--- config.mk ---
export PLATFORM = sky130hd
export DESIGN_NAME = actuator_ctrl_multi
export DESIGN_NICKNAME = d
export VERILOG_FILES = /design/src/rtl/actuator_pkg.sv /design/src/rtl/actuator_ch_fsm.sv /design/src/rtl/actuator_ctrl_multi.sv
export SDC_FILE = /design/constraint.sdc
export NUM_CORES = 1
export LEC_CHECK = 0
export CAP_MARGIN = 20
export CORE_ASPECT_RATIO = 1.2
export CORE_MARGIN = 2
export CORE_UTILIZATION = 25
export CTS_CLUSTER_SIZE = 40
export DETAILED_ROUTE_END_ITERATION = 8
export GPL_ROUTABILITY_DRIVEN = 0
export PLACE_DENSITY = 0.47
export SLEW_MARGIN = 20
export SYNTH_ARGS = -nofsm -noshare
export SYNTH_HDL_FRONTEND = slang
export SYNTH_SLANG_ARGS = --single-unit
--- constraint.sdc ---
create_clock -name clk -period 3.28 [get_ports clk]
set_input_delay 0.82 -clock clk [delete_from_list [all_inputs] [get_ports clk]]
set_output_delay 0.82 -clock clk [all_outputs]
set_load 0.005 [all_outputs]
--- src/rtl/actuator_pkg.sv ---
// actuator_pkg: shared state and alarm-cause encodings for the actuator controllers
package actuator_pkg;
   typedef enum logic [2:0] {
      INIT    = 3'd0,
      READY   = 3'd1,
      RELEASE = 3'd2,
      INSERT  = 3'd3,
      STOP    = 3'd4,
      ALARM   = 3'd5
   } state_t;
   typedef enum logic [1:0] {
      CAUSE_NONE    = 2'd0,
      CAUSE_FAULT   = 2'd1,
      CAUSE_TIMEOUT = 2'd2
   } cause_t;
endpackage

--- src/rtl/actuator_ch_fsm.sv ---
// actuator_ch_fsm: one actuator channel with motion timeout, settle delay and latched alarm cause
module actuator_ch_fsm
   import actuator_pkg::*;
#(
   parameter int TMO_W         = 8,
   parameter int MOVE_TIMEOUT  = 100,
   parameter int SETTLE_CYCLES = 4
) (
   input  logic       clk,
   input  logic       rst,
   input  logic       en,
   input  logic       direction,
   input  logic       start,
   input  logic       done,
   input  logic       fault,
   input  logic       alarm_ack,
   output logic       en_release,
   output logic       en_insert,
   output logic       en_reset,
   output logic       en_alarm,
   output logic       busy,
   output logic [1:0] alarm_cause
);
   state_t state, state_nx;
   cause_t cause, cause_nx;
   logic [TMO_W-1:0] tmr, tmr_nx;
   logic last;
   assign last = tmr == TMO_W'(1);
   always_ff @(posedge clk or posedge rst)
      if (rst) begin
         state <= INIT;
         cause <= CAUSE_NONE;
         tmr   <= '0;
      end else begin
         state <= state_nx;
         cause <= cause_nx;
         tmr   <= tmr_nx;
      end
   // the timer counts down to 1, so the exit lands exactly N edges after entry
   always_comb begin
      state_nx = state;
      cause_nx = cause;
      tmr_nx   = tmr;
      if (state != ALARM && fault) begin
         state_nx = ALARM;
         cause_nx = CAUSE_FAULT;
      end else if (state != ALARM && !en)
         state_nx = INIT;
      else
         case (state)
            INIT:  state_nx = READY;
            READY: if (start) begin
               state_nx = direction ? RELEASE : INSERT;
               tmr_nx   = TMO_W'(MOVE_TIMEOUT);
            end
            RELEASE, INSERT: if (done) begin
               state_nx = STOP;
               tmr_nx   = TMO_W'(SETTLE_CYCLES);
            end else if (last) begin
               state_nx = ALARM;
               cause_nx = CAUSE_TIMEOUT;
            end else
               tmr_nx = tmr - TMO_W'(1);
            STOP: if (last) state_nx = READY;
               else tmr_nx = tmr - TMO_W'(1);
            ALARM: if (alarm_ack && !fault) begin
               state_nx = INIT;
               cause_nx = CAUSE_NONE;
            end
            default: state_nx = INIT;
         endcase
   end
   assign en_release  = state == RELEASE;
   assign en_insert   = state == INSERT;
   assign en_reset    = state == INIT;
   assign en_alarm    = state == ALARM;
   assign busy        = state == RELEASE || state == INSERT || state == STOP;
   assign alarm_cause = cause;
endmodule

--- src/rtl/actuator_ctrl_multi.sv ---
// actuator_ctrl_multi: NCH independent insert/release actuator channels with a combined alarm flag
module actuator_ctrl_multi
   import actuator_pkg::*;
#(
   parameter int NCH           = 4,
   parameter int TMO_W         = 8,
   parameter int MOVE_TIMEOUT  = 100,
   parameter int SETTLE_CYCLES = 4
) (
   input  logic             clk,
   input  logic             rst,
   input  logic [NCH-1:0]   en,
   input  logic [NCH-1:0]   direction,
   input  logic [NCH-1:0]   start,
   input  logic [NCH-1:0]   done,
   input  logic [NCH-1:0]   fault,
   input  logic [NCH-1:0]   alarm_ack,
   output logic [NCH-1:0]   en_release,
   output logic [NCH-1:0]   en_insert,
   output logic [NCH-1:0]   en_reset,
   output logic [NCH-1:0]   en_alarm,
   output logic [NCH-1:0]   busy,
   output logic [2*NCH-1:0] alarm_cause,
   output logic             alarm_any
);
   for (genvar i = 0; i < NCH; i++) begin : g_ch
      actuator_ch_fsm #(
         .TMO_W(TMO_W),
         .MOVE_TIMEOUT(MOVE_TIMEOUT),
         .SETTLE_CYCLES(SETTLE_CYCLES)
      ) u_ch (
         .clk(clk),
         .rst(rst),
         .en(en[i]),
         .direction(direction[i]),
         .start(start[i]),
         .done(done[i]),
         .fault(fault[i]),
         .alarm_ack(alarm_ack[i]),
         .en_release(en_release[i]),
         .en_insert(en_insert[i]),
         .en_reset(en_reset[i]),
         .en_alarm(en_alarm[i]),
         .busy(busy[i]),
         .alarm_cause(alarm_cause[2*i+:2])
      );
   end
   assign alarm_any = |en_alarm;
endmodule

==> key figures, run 1 <==
Outcome
  – Outcome: finished clean

Finish
  – Commonest non-fill, non-tap cell in the layout: clkdlybuf4s50_1
  – Nets: 502
  – Most frequent cells in the layout: 54 x clkdlybuf4s50_1, 52 x dfrtp_1, 34 x nor2_1
  – Fin area: around 4600 um2
  – Diodes inserted: 0
  – Layout area overhead: 20.8%
  – Fraction of layout cells with a size suffix above 1: 8.32%
  – Non-Filler Instances: 673
  – Final core utilization: 30.7%

Detailed routing
  – Initial DRC count: 327
  – Metal2 WL: 5.26 mm
  – # DRC: 0
  – Final WL: 10.4 mm
  – Detail Route Antenna Nets: 0
  – M1 WL: about 4.6 mm
  – WL met3: about 400 um
  – Top Layer Used: met4
  – Vias: between 3,000 and 4,000
  – Vias per Instance: between 5 and 6
  – DR WL/cell: 15.4 um
  – Pre-antenna DRT Iters: 4

Floorplan
  – Initial Util: 25.5%
  – Die width: ~120 um
  – Rows: 49
  – Die height: 139 um
  – Core ar.: between 10,000 and 15,000 um2
  – Die ar.: 16,200 um2
  – IO Count: 55

Clocking
  – Clk Latency, worst-skew pair: 0.29 ns
  – Max clock buf depth: 2
  – Post-CTS setup repair buffer count: 0
  – Clock transition at the registers of the reported paths: about 0.070 ns
  – Cts hold-fix bufs: 0
  – Num CTS Buffers: 5
  – CTS sink cnt: 52
  – CTS tree: built
  – Post-CTS sizing: 0
  – CTS H-Tree Depth: 2
  – Root buf cell: clkbuf_16

Synth
  – Number of synthesized flops with an enable pin: 0
  – Ys flop type: dfrtp_1
  – Synth Cell Area: around 3800 um2
  – Yosys warns: 0
  – Syn Inst Count: 437
  – Syn_area_per_cell: 8.71 um2
  – Flops & latches, synth: 52
  – Area leader, netlist: dfrtp_1
  – Register area share after synthesis: 34.2%
  – Synth unique cells: 64
  – Synth top area cells: dfrtp_1 34%, buf_4 3.9%, o211ai_1 3.5%
  – Syn_nets: 471
  – Asr flop ratio synth: 100%
  – Synth top area share: 34.2%

STA
  – Final worst slack: 0.393 ns
  – Slew Viols, Final: 0
  – Final total negative setup slack: 0 ns
  – Fmax: 346 MHz
  – RSZ-0062 raised after global routing: false
  – Worst Tran Pin Value: about 0.77 ns
  – Clk_skew: 0.00478 ns
  – Hold WS: 0.505 ns
  – Rel. slew slack: 47.9%
  – Fin. Hold Viols: 0
  – Final setup violation count: 0
  – Period utilization: 88.0%
  – Min Tclk post-route: 2.89 ns

Pwr
  – Total power: around 4 mW
  – Pwr Density: 894 nW/um2
  – Combinational share of power: a little over half
  – Clk pwr share: a little over an eighth
  – Pint: 2.28 mW
  – Maximum vdd drop: 0.219 mV
  – NetSw: 1.84 mW
  – Sw frac: 44.6%
  – Leak: 1.85 nW
  – Flop pwr share: 32.6%

Global routing
  – Via count of the first global-routing pass: around 3,400
  – GR Overflow Total: 0
  – Largest net degree at the start of global routing: 31
  – GRT Resource Usage Total: 12.8%
  – Initial antenna violation count: 0
  – First-pass GRT wire length: 17.1 mm

Worst setup path
  – Cell depth of the worst flop-to-flop path: 6
  – Crit path DAT: between 2 and 2.5 ns
  – Critical path type: flop to primary output
  – Critical path capture point type: primary output
  – CP Max Fanout: 14
  – Crit path cell chain: or3b_2 -> nand2_1 -> clkdlybuf4s50_1
  – Crit start category: flop
  – Slowest stage delay, CP: between 0.5 and 0.6 ns
  – Critical path required time: between 2 and 2.5 ns
  – Critical path's slowest cell: dfrtp_1

Flow run
  – Max_cap viols: 0

Placement
  – Detailed placement HPWL: 7.81 mm
  – Number of cells after detailed placement: 665
  – Placed Area: 4450 um2
  – I/O Buffers: 54
  – Pre-CTS setup slack: between 0.5 and 0.6 ns

Hold path
  – Hold Path Stages: 2
  – Hold Path Class: flop to flop
## cell type report
class,instances,area [um2]
Clock inverter,2,10.0
Timing Repair Buffer,63,621
Inverter,28,105
Multi-Input combinational cell,318,2170
Tap cell,204,255
Sequential cell,52,1300
Fill cell,1591,10400
Clock buffer,6,139
## power groups by stage
| stage | logic (mW) | registers [mW] | clock network [mW] |
|---|---|---|---|
| finish | 2.23 | 1.34 | 0.542 |
| global route | 2.47 | 1.40 | 0.592 |
| CTS | 2.24 | 1.34 | 0.567 |
| detailed placement | 2.23 | 1.34 | 0 |
| global placement | 2.22 | 1.33 | 0 |
| floorplan | 1.75 | 1.13 | 0 |
## worst paths after layout
path,endpoint,slack (ns),start
max,busy[0],0.39,g_ch[0].u_ch.state[2]
min,g_ch[3].u_ch.alarm_cause[0],0.51,g_ch[3].u_ch.alarm_cause[0]
max reg2reg,g_ch[0].u_ch.tmr[7],0.97,g_ch[0].u_ch.tmr[1]
min reg2reg,g_ch[3].u_ch.alarm_cause[0],0.51,g_ch[3].u_ch.alarm_cause[0]
max in group asynchronous,g_ch[1].u_ch.tmr[5],1.81,rst
min in group asynchronous,g_ch[3].u_ch.alarm_cause[0],0.91,rst
## cells by family (layout without fill, tap and decap cells)
group           after synthesis  after routing  synth area share [%]
flops                        52             52                  34.2
fa+ha+maj                     8              8                  2.63
buf+inv                      67             99                  8.87
compound gates              133            133                  26.1
mux                          13             13                  3.71
simple gates                164            164                  24.5
## routing by layer
| metal | vias to the layer above | global-route usage [%] |
|---|---|---|
| met5 | - | 0 |
| met4 | 0 | 3.03 |
| met3 | 10 | 2.45 |
| met2 | 63 | 23.1 |
| met1 | 1697 | 15.6 |
| li1 | 1682 | - |
## worst max-delay path: cells and delay by family, from the launching register on
family | cells | cell delay (ns)
buffers and inverters | 1 | 0.53
flip-flops | 1 | 0.58
AND/OR/NAND/NOR | 2 | 0.66
## state kept, by name (all words and copies together) (netlist names)
signal / cells
g_ch.u_ch.alarm_cause: 8
g_ch.u_ch.tmr: 32
g_ch.u_ch.state: 12
## cells in the mapped netlist (4+ instances only)
cell type and n:
and3_1 5, nand2b_1 12, nor2_1 34, inv_1 28, a21oi_1 20, mux2_2 8
nand3b_1 5, nand2_1 21, dfrtp_1 52, or3b_2 6, clkbuf_1 14, a22o_1 7
nor3_1 25, nor4_1 6, o22ai_1 12, a32o_1 5, a211oi_1 4, o21ai_0 7
o2bb2ai_1 11, nor3b_1 12, buf_4 20, o211ai_1 18, and2_1 6, nor2b_1 11
o21a_1 4, or3_1 4, mux2i_1 4, o21ai_1 4, ha_1 8, a31oi_1 5
Power figures use the tool's default switching activity.
==> inputs of run 2 (changes only) <==
==> constraint.sdc (replaced) <==
create_clock -name clk -period 2.95 [get_ports clk]
set_input_delay 0.7375 -clock clk [delete_from_list [all_inputs] [get_ports clk]]
set_output_delay 0.7375 -clock clk [all_outputs]
set_load 0.005 [all_outputs]
==> run 2 against run 1 <==
  * Via count fell by 0.20%
  * Hold slack improved by 0.0019 ns
  * Non-clock buffer count grew 8
  * Power up 12%
  * Sequential power is 5% higher
  * Sequential share of layout area down 0.33 points
  * Worst setup slack got worse by 0.22 ns
  * Critical path depth stayed put
  * Die area unchanged
  * Core utilization grew 0.37 points
  * Clock-buffer cell count down 1
  * Critical path type unchanged
  * Highest routed layer unchanged
==> key figures, run 2 (same netlist as run 1, synthesis figures left out) <==
Placement
  – Detailed placement HPWL: 7.70 mm (was 7.81 mm)
  – I/O Buffers: 54 (unchanged)

Finish
  – Area of the multi-input gates: 2170 um2 (unchanged)
  – Largest Register: g_ch.u_ch.tmr (unchanged)
  – Layout area overhead: 22.2% (was 20.8%)
  – Max FFs per register: 32 (unchanged)
  – Nets: 510 (was 502)
  – Fillers: 1,608 (was 1,591)
  – Fraction of layout cells with a size suffix above 1: 9.85% (was 8.32%)
  – Final core utilization: 31.1% (was 30.7%)
  – Flip-flop and latch area: 1300 um2 (unchanged)
  – Most frequent cells in the layout: 54 x clkdlybuf4s50_1, 52 x dfrtp_1, 34 x nor2_1 (unchanged)
  – Diodes inserted: 0 (unchanged)
  – Commonest non-fill, non-tap cell in the layout: clkdlybuf4s50_1 (unchanged)

Worst setup path
  – Reg2reg start: g_ch[0].u_ch.tmr[1] (unchanged)
  – Critical Path Start: g_ch[1].u_ch.state[2] (was g_ch[0].u_ch.state[2])
  – CP Max Fanout: 11 (was 14)
  – Crit start category: flop (unchanged)
  – Critical path capture point type: primary output (unchanged)
  – Critical path type: flop to primary output (unchanged)
  – Critical path required time: 2.21 ns (was 2.46 ns)
  – Crit path DAT: 2.04 ns (was 2.07 ns)

Floorplan
  – Core ar.: 15,000 um2 (unchanged)
  – Die ar.: 16,200 um2 (unchanged)
  – Initial Util: 25.5% (unchanged)
  – Die width: 117 um (unchanged)
  – Rows: 49 (unchanged)
  – Die height: 139 um (unchanged)
  – IO Count: 55 (unchanged)

Clocking
  – Clk Latency, worst-skew pair: 0.30 ns (was 0.29 ns)
  – Num CTS Buffers: 5 (unchanged)
  – Post-CTS sizing: 0 (unchanged)
  – CTS tree: built (unchanged)
  – Root buf cell: clkbuf_16 (unchanged)
  – Clock transition at the registers of the reported paths: 0.07 ns (about the same)
  – CTS H-Tree Depth: 2 (unchanged)
  – CTS sink cnt: 52 (unchanged)
  – Cts hold-fix bufs: 0 (unchanged)
  – Post-CTS setup repair buffer count: 0 (unchanged)
  – Max clock buf depth: 2 (unchanged)

Hold path
  – Hold Path Class: flop to flop (unchanged)
  – Beginning of the worst hold path: g_ch[3].u_ch.alarm_cause[0] (unchanged)

STA
  – Fin. Hold Viols: 0 (unchanged)
  – Fmax: 360 MHz
  – Worst Tran Pin Value: 0.726 ns (was 0.774 ns)
  – Min Tclk post-route: 2.77 ns
  – Final setup violation count: 0 (unchanged)
  – Period utilization: 94.1%
  – Rel. slew slack: 51.1% (was 47.9%)
  – RSZ-0062 raised after global routing: false (unchanged)
  – Clk_skew: 0.00485 ns (was 0.00478 ns)
  – Final total negative setup slack: 0 ns (unchanged)
  – Slew Viols, Final: 0 (unchanged)

Pwr
  – Pwr Density: 991 nW/um2 (was 894 nW/um2)
  – Maximum vdd drop: 0.223 mV (was 0.219 mV)
  – Leak: 1.88 nW (was 1.85 nW)

Detailed routing
  – Vias: 3,445 (was 3,452)
  – Vias per Instance: 5.06 (was 5.13)
  – DR WL/cell: 15.2 um (was 15.4 um)
  – # DRC: 0 (unchanged)
  – Initial DRC count: 192 (was 327)
  – Detail Route Antenna Nets: 0 (unchanged)
  – Final WL: 10.3 mm (was 10.4 mm)
  – Pre-antenna DRT Iters: 4 (unchanged)

Global routing
  – First-pass GRT wire length: 16.8 mm (was 17.1 mm)
  – GRT Resource Usage Total: 12.7% (was 12.8%)
  – Largest net degree at the start of global routing: 46 (was 31)
  – Via count of the first global-routing pass: 3,433 (was 3,423)
  – Initial antenna violation count: 0 (unchanged)
  – GR Overflow Total: 0 (unchanged)

Outcome
  – Outcome: finished clean (unchanged)

Flow run
  – Max_cap viols: 0 (unchanged)
## run 2: cell types whose count changed in the layout (fill, tap and decap cells not counted), sizes merged
| cell | previous run | this run |
|---|---|---|
| clkinv | 2 | 3 |
| clkbuf | 6 | 5 |
| buf | 9 | 17 |
## run 2: layer usage
layer	track usage (%)	vias to the layer above	part of all wire (%)
met3	2.23	8	3.5
met5	0	-	0
met4	3.53	0	0.99
met1	15.8	1675	46
met2	22.1	60	49
li1	-	1702	-
## run 2: critical path, stage by stage (launching register included)
cell and delay (ns):
dfrtp_1 0.53, or3b_1 0.48, nand2_1 0.20, clkdlybuf4s50_1 0.54
## run 2: layout make-up
class | count | area share [%]
clock buffer | 5 | 2.69
clock inverter | 3 | 0.403
inverter | 28 | 2.26
multi-input combinational | 318 | 46.6
sequential | 52 | 28.0
tap | 204 | 5.48
timing repair buffer | 71 | 14.6
## run 2: path summary, 6_finish.rpt
check | endpoint | slack [ns] | cells past startpoint
min in group asynchronous | g_ch[3].u_ch.tmr[6] | 0.69 | 2
max | busy[1] | 0.18 | 3
max in group asynchronous | g_ch[2].u_ch.tmr[3] | 1.76 | 3
max reg2reg | g_ch[0].u_ch.tmr[5] | 0.68 | 6
min | g_ch[3].u_ch.alarm_cause[0] | 0.51 | 2
min reg2reg | g_ch[3].u_ch.alarm_cause[0] | 0.51 | 2
## run 2: stage by stage
step	std cells	cell area, um2	setup WS, ns	total power [mW]	hold slack (ns)
final	681	4650	0.175	4.61	0.507
after detailed placement	673	4510	0.324	4.01	0.498
after floorplan	437	3810	0.752	3.20	0.470
after global placement	673	4510	0.354	4.00	0.482
after CTS	681	4650	0.169	4.65	0.517
after global routing	681	4650	0.0758	5.00	0.539
## run 2: power breakdown
| group | leakage (nW) | internal (mW) | switching (mW) |
|---|---|---|---|
| registers | 0.644 | 1.01 | 0.398 |
| clock network | 0.0736 | 0.314 | 0.285 |
| logic | 1.17 | 1.24 | 1.36 |
==> inputs of run 3 (changes only) <==
--- a/config.mk
+++ b/config.mk
@@ -6,10 +6,8 @@
 export NUM_CORES = 1
 export LEC_CHECK = 0
 export CAP_MARGIN = 20
-export CORE_ASPECT_RATIO = 1.2
 export CORE_MARGIN = 2
 export CORE_UTILIZATION = 25
-export CTS_CLUSTER_SIZE = 40
 export DETAILED_ROUTE_END_ITERATION = 8
 export GPL_ROUTABILITY_DRIVEN = 0
 export PLACE_DENSITY = 0.47
==> run 3 against run 2 <==
  * Power increased by 0.23%
  * Clock power up 0.7%
  * Cell area fell by 0.54%
  * Worst setup slack got worse by 0.0055 ns
  * Die area hardly changed
  * Cell count down 2.5%
  * Hold slack better by 0.0048 ns
  * Sequential share of layout area is 0.15 points higher
  * First-iteration DRC count is 4.2% higher
  * Critical path type unchanged
==> key figures, run 3 (same netlist as run 1, synthesis figures left out) <==
Clocking
  – Max clock buf depth: 2 (unchanged)
  – CTS tree: built (unchanged)
  – CTS sink cnt: 52 (unchanged)
  – Clock transition at the registers of the reported paths: 0.07 ns (about the same)
  – Clk Latency, worst-skew pair: 0.29 ns (was 0.30 ns)
  – Num CTS Buffers: 5 (unchanged)
  – Cts hold-fix bufs: 0 (unchanged)
  – CTS H-Tree Depth: 2 (unchanged)
  – Root buf cell: clkbuf_16 (unchanged)
  – Post-CTS setup repair buffer count: 0 (unchanged)
  – Post-CTS sizing: 0 (unchanged)

Detailed routing
  – Pre-antenna DRT Iters: 4 (unchanged)
  – DR WL/cell: 15.5 um (was 15.2 um)
  – Detail Route Antenna Nets: 0 (unchanged)
  – # DRC: 0 (unchanged)
  – Initial DRC count: 200 (was 192)
  – Vias per Instance: 5.32 (was 5.06)
  – Final WL: 10.3 mm (about the same)
  – Vias: 3,530 (was 3,445)

Floorplan
  – Die ar.: 16,200 um2 (about the same)
  – Initial Util: 25.3% (was 25.5%)
  – Core ar.: 15,000 um2 (about the same)
  – IO Count: 55 (unchanged)
  – Die width: 127 um (was 117 um)
  – Die height: 127 um (was 139 um)
  – Rows: 45 (was 49)

STA
  – Rel. slew slack: 48.1% (was 51.1%)
  – Hold WS: 0.512 ns (was 0.507 ns)
  – Worst Tran Pin Value: 0.771 ns (was 0.726 ns)
  – Final total negative setup slack: 0 ns (unchanged)
  – Fmax: 360 MHz (about the same)
  – Min Tclk post-route: 2.78 ns (was 2.77 ns)
  – Fin. Hold Viols: 0 (unchanged)
  – Final setup violation count: 0 (unchanged)
  – RSZ-0062 raised after global routing: false (unchanged)
  – Clk_skew: 0.00463 ns (was 0.00485 ns)
  – Slew Viols, Final: 0 (unchanged)
  – Period utilization: 94.2% (was 94.1%)

Finish
  – Fillers: 1,543 (was 1,608)
  – Max FFs per register: 32 (unchanged)
  – Most frequent cells in the layout: 54 x clkdlybuf4s50_1, 52 x dfrtp_1, 34 x nor2_1 (unchanged)
  – Diodes inserted: 0 (unchanged)
  – Layout area overhead: 21.6% (was 22.2%)
  – Commonest non-fill, non-tap cell in the layout: clkdlybuf4s50_1 (unchanged)
  – Fraction of layout cells with a size suffix above 1: 9.24% (was 9.85%)
  – Nets: 509 (was 510)
  – Largest Register: g_ch.u_ch.tmr (unchanged)

Pwr
  – Maximum vdd drop: 0.282 mV (was 0.223 mV)
  – Pwr Density: 999 nW/um2 (was 991 nW/um2)
  – Leak: 1.88 nW (about the same)

Global routing
  – Via count of the first global-routing pass: 3,405 (was 3,433)
  – GR Overflow Total: 0 (unchanged)
  – First-pass GRT wire length: 17.0 mm (was 16.8 mm)
  – Initial antenna violation count: 0 (unchanged)
  – GRT Resource Usage Total: 12.7% (about the same)
  – Largest net degree at the start of global routing: 28 (was 46)

Placement
  – Detailed placement HPWL: 7.77 mm (was 7.70 mm)
  – I/O Buffers: 54 (unchanged)

Worst setup path
  – Critical path type: flop to primary output (unchanged)
  – Crit path cell chain: nand3b_1 -> inv_1 -> clkdlybuf4s50_1 (was or3b_1 -> nand2_1 -> clkdlybuf4s50_1)
  – Crit start category: flop (unchanged)
  – Crit path DAT: 2.04 ns (about the same)
  – Worst path top cell family by delay: buffers and inverters (was simple AND/OR/NAND/NOR gates)
  – Critical path's slowest cell: clkdlybuf4s50_1 (unchanged)
  – Worst path bufs/invs: 2 (was 1)
  – Critical path capture point type: primary output (unchanged)
  – Critical path required time: 2.21 ns (about the same)
  – Slowest stage delay, CP: 0.55 ns (was 0.54 ns)
  – CP Max Fanout: 12 (was 11)

Outcome
  – Outcome: finished clean (unchanged)

Flow run
  – Max_cap viols: 0 (unchanged)

Hold path
  – Hold Path Class: flop to flop (unchanged)
-- run 3: path summary, 6_finish.rpt --
check                                      start                  end  slack, ns  cells after the start
max                        g_ch[1].u_ch.state[1]          en_alarm[1]       0.17                      3
max reg2reg                  g_ch[0].u_ch.tmr[1]  g_ch[0].u_ch.tmr[5]       0.69                      6
min reg2reg                  g_ch[3].u_ch.tmr[7]  g_ch[3].u_ch.tmr[7]       0.51                      1
max in group asynchronous                    rst  g_ch[2].u_ch.tmr[0]       1.53                      3
min in group asynchronous                    rst  g_ch[1].u_ch.tmr[3]       0.86                      2
min                          g_ch[3].u_ch.tmr[7]  g_ch[3].u_ch.tmr[7]       0.51                      1
-- run 3: through the flow --
step | std cells | instance area [um2] | setup slack, ns | power (mW) | utilization (%)
floorplan | 437 | 3810 | 0.752 | 3.20 | -
global placement | 656 | 4480 | 0.351 | 4.00 | 29.8
detailed placement | 656 | 4480 | 0.290 | 4.02 | 29.8
CTS | 664 | 4630 | 0.170 | 4.66 | 30.8
global route | 664 | 4630 | 0.0677 | 5.01 | 30.8
finish | 664 | 4630 | 0.170 | 4.62 | 30.8
-- run 3: area by class of cell --
class,count,area (um2),area share (%)
Inverter,28,105,2.27
Sequential cell,52,1300,28.1
Multi-Input combinational cell,318,2170,46.8
Clock buffer,8,146,3.16
Tap cell,188,235,5.08
Timing Repair Buffer,70,673,14.5
-- run 3: routing by layer --
metal  share of wire, %  up-vias  global-route usage, %  wire (um)
li1                   -     1705                      -          -
met4                1.4        0                   3.49        143
met2                 46       88                   20.2       4770
met3                3.7       11                   1.84        380
met1                 49     1726                   17.9       5020
met5                  0        -                      0          0
-- run 3: report_power, final --
part | switching [mW] | leakage [nW] | internal, mW
registers | 0.433 | 0.644 | 1.01
logic | 1.35 | 1.16 | 1.23
clock network | 0.264 | 0.0712 | 0.340
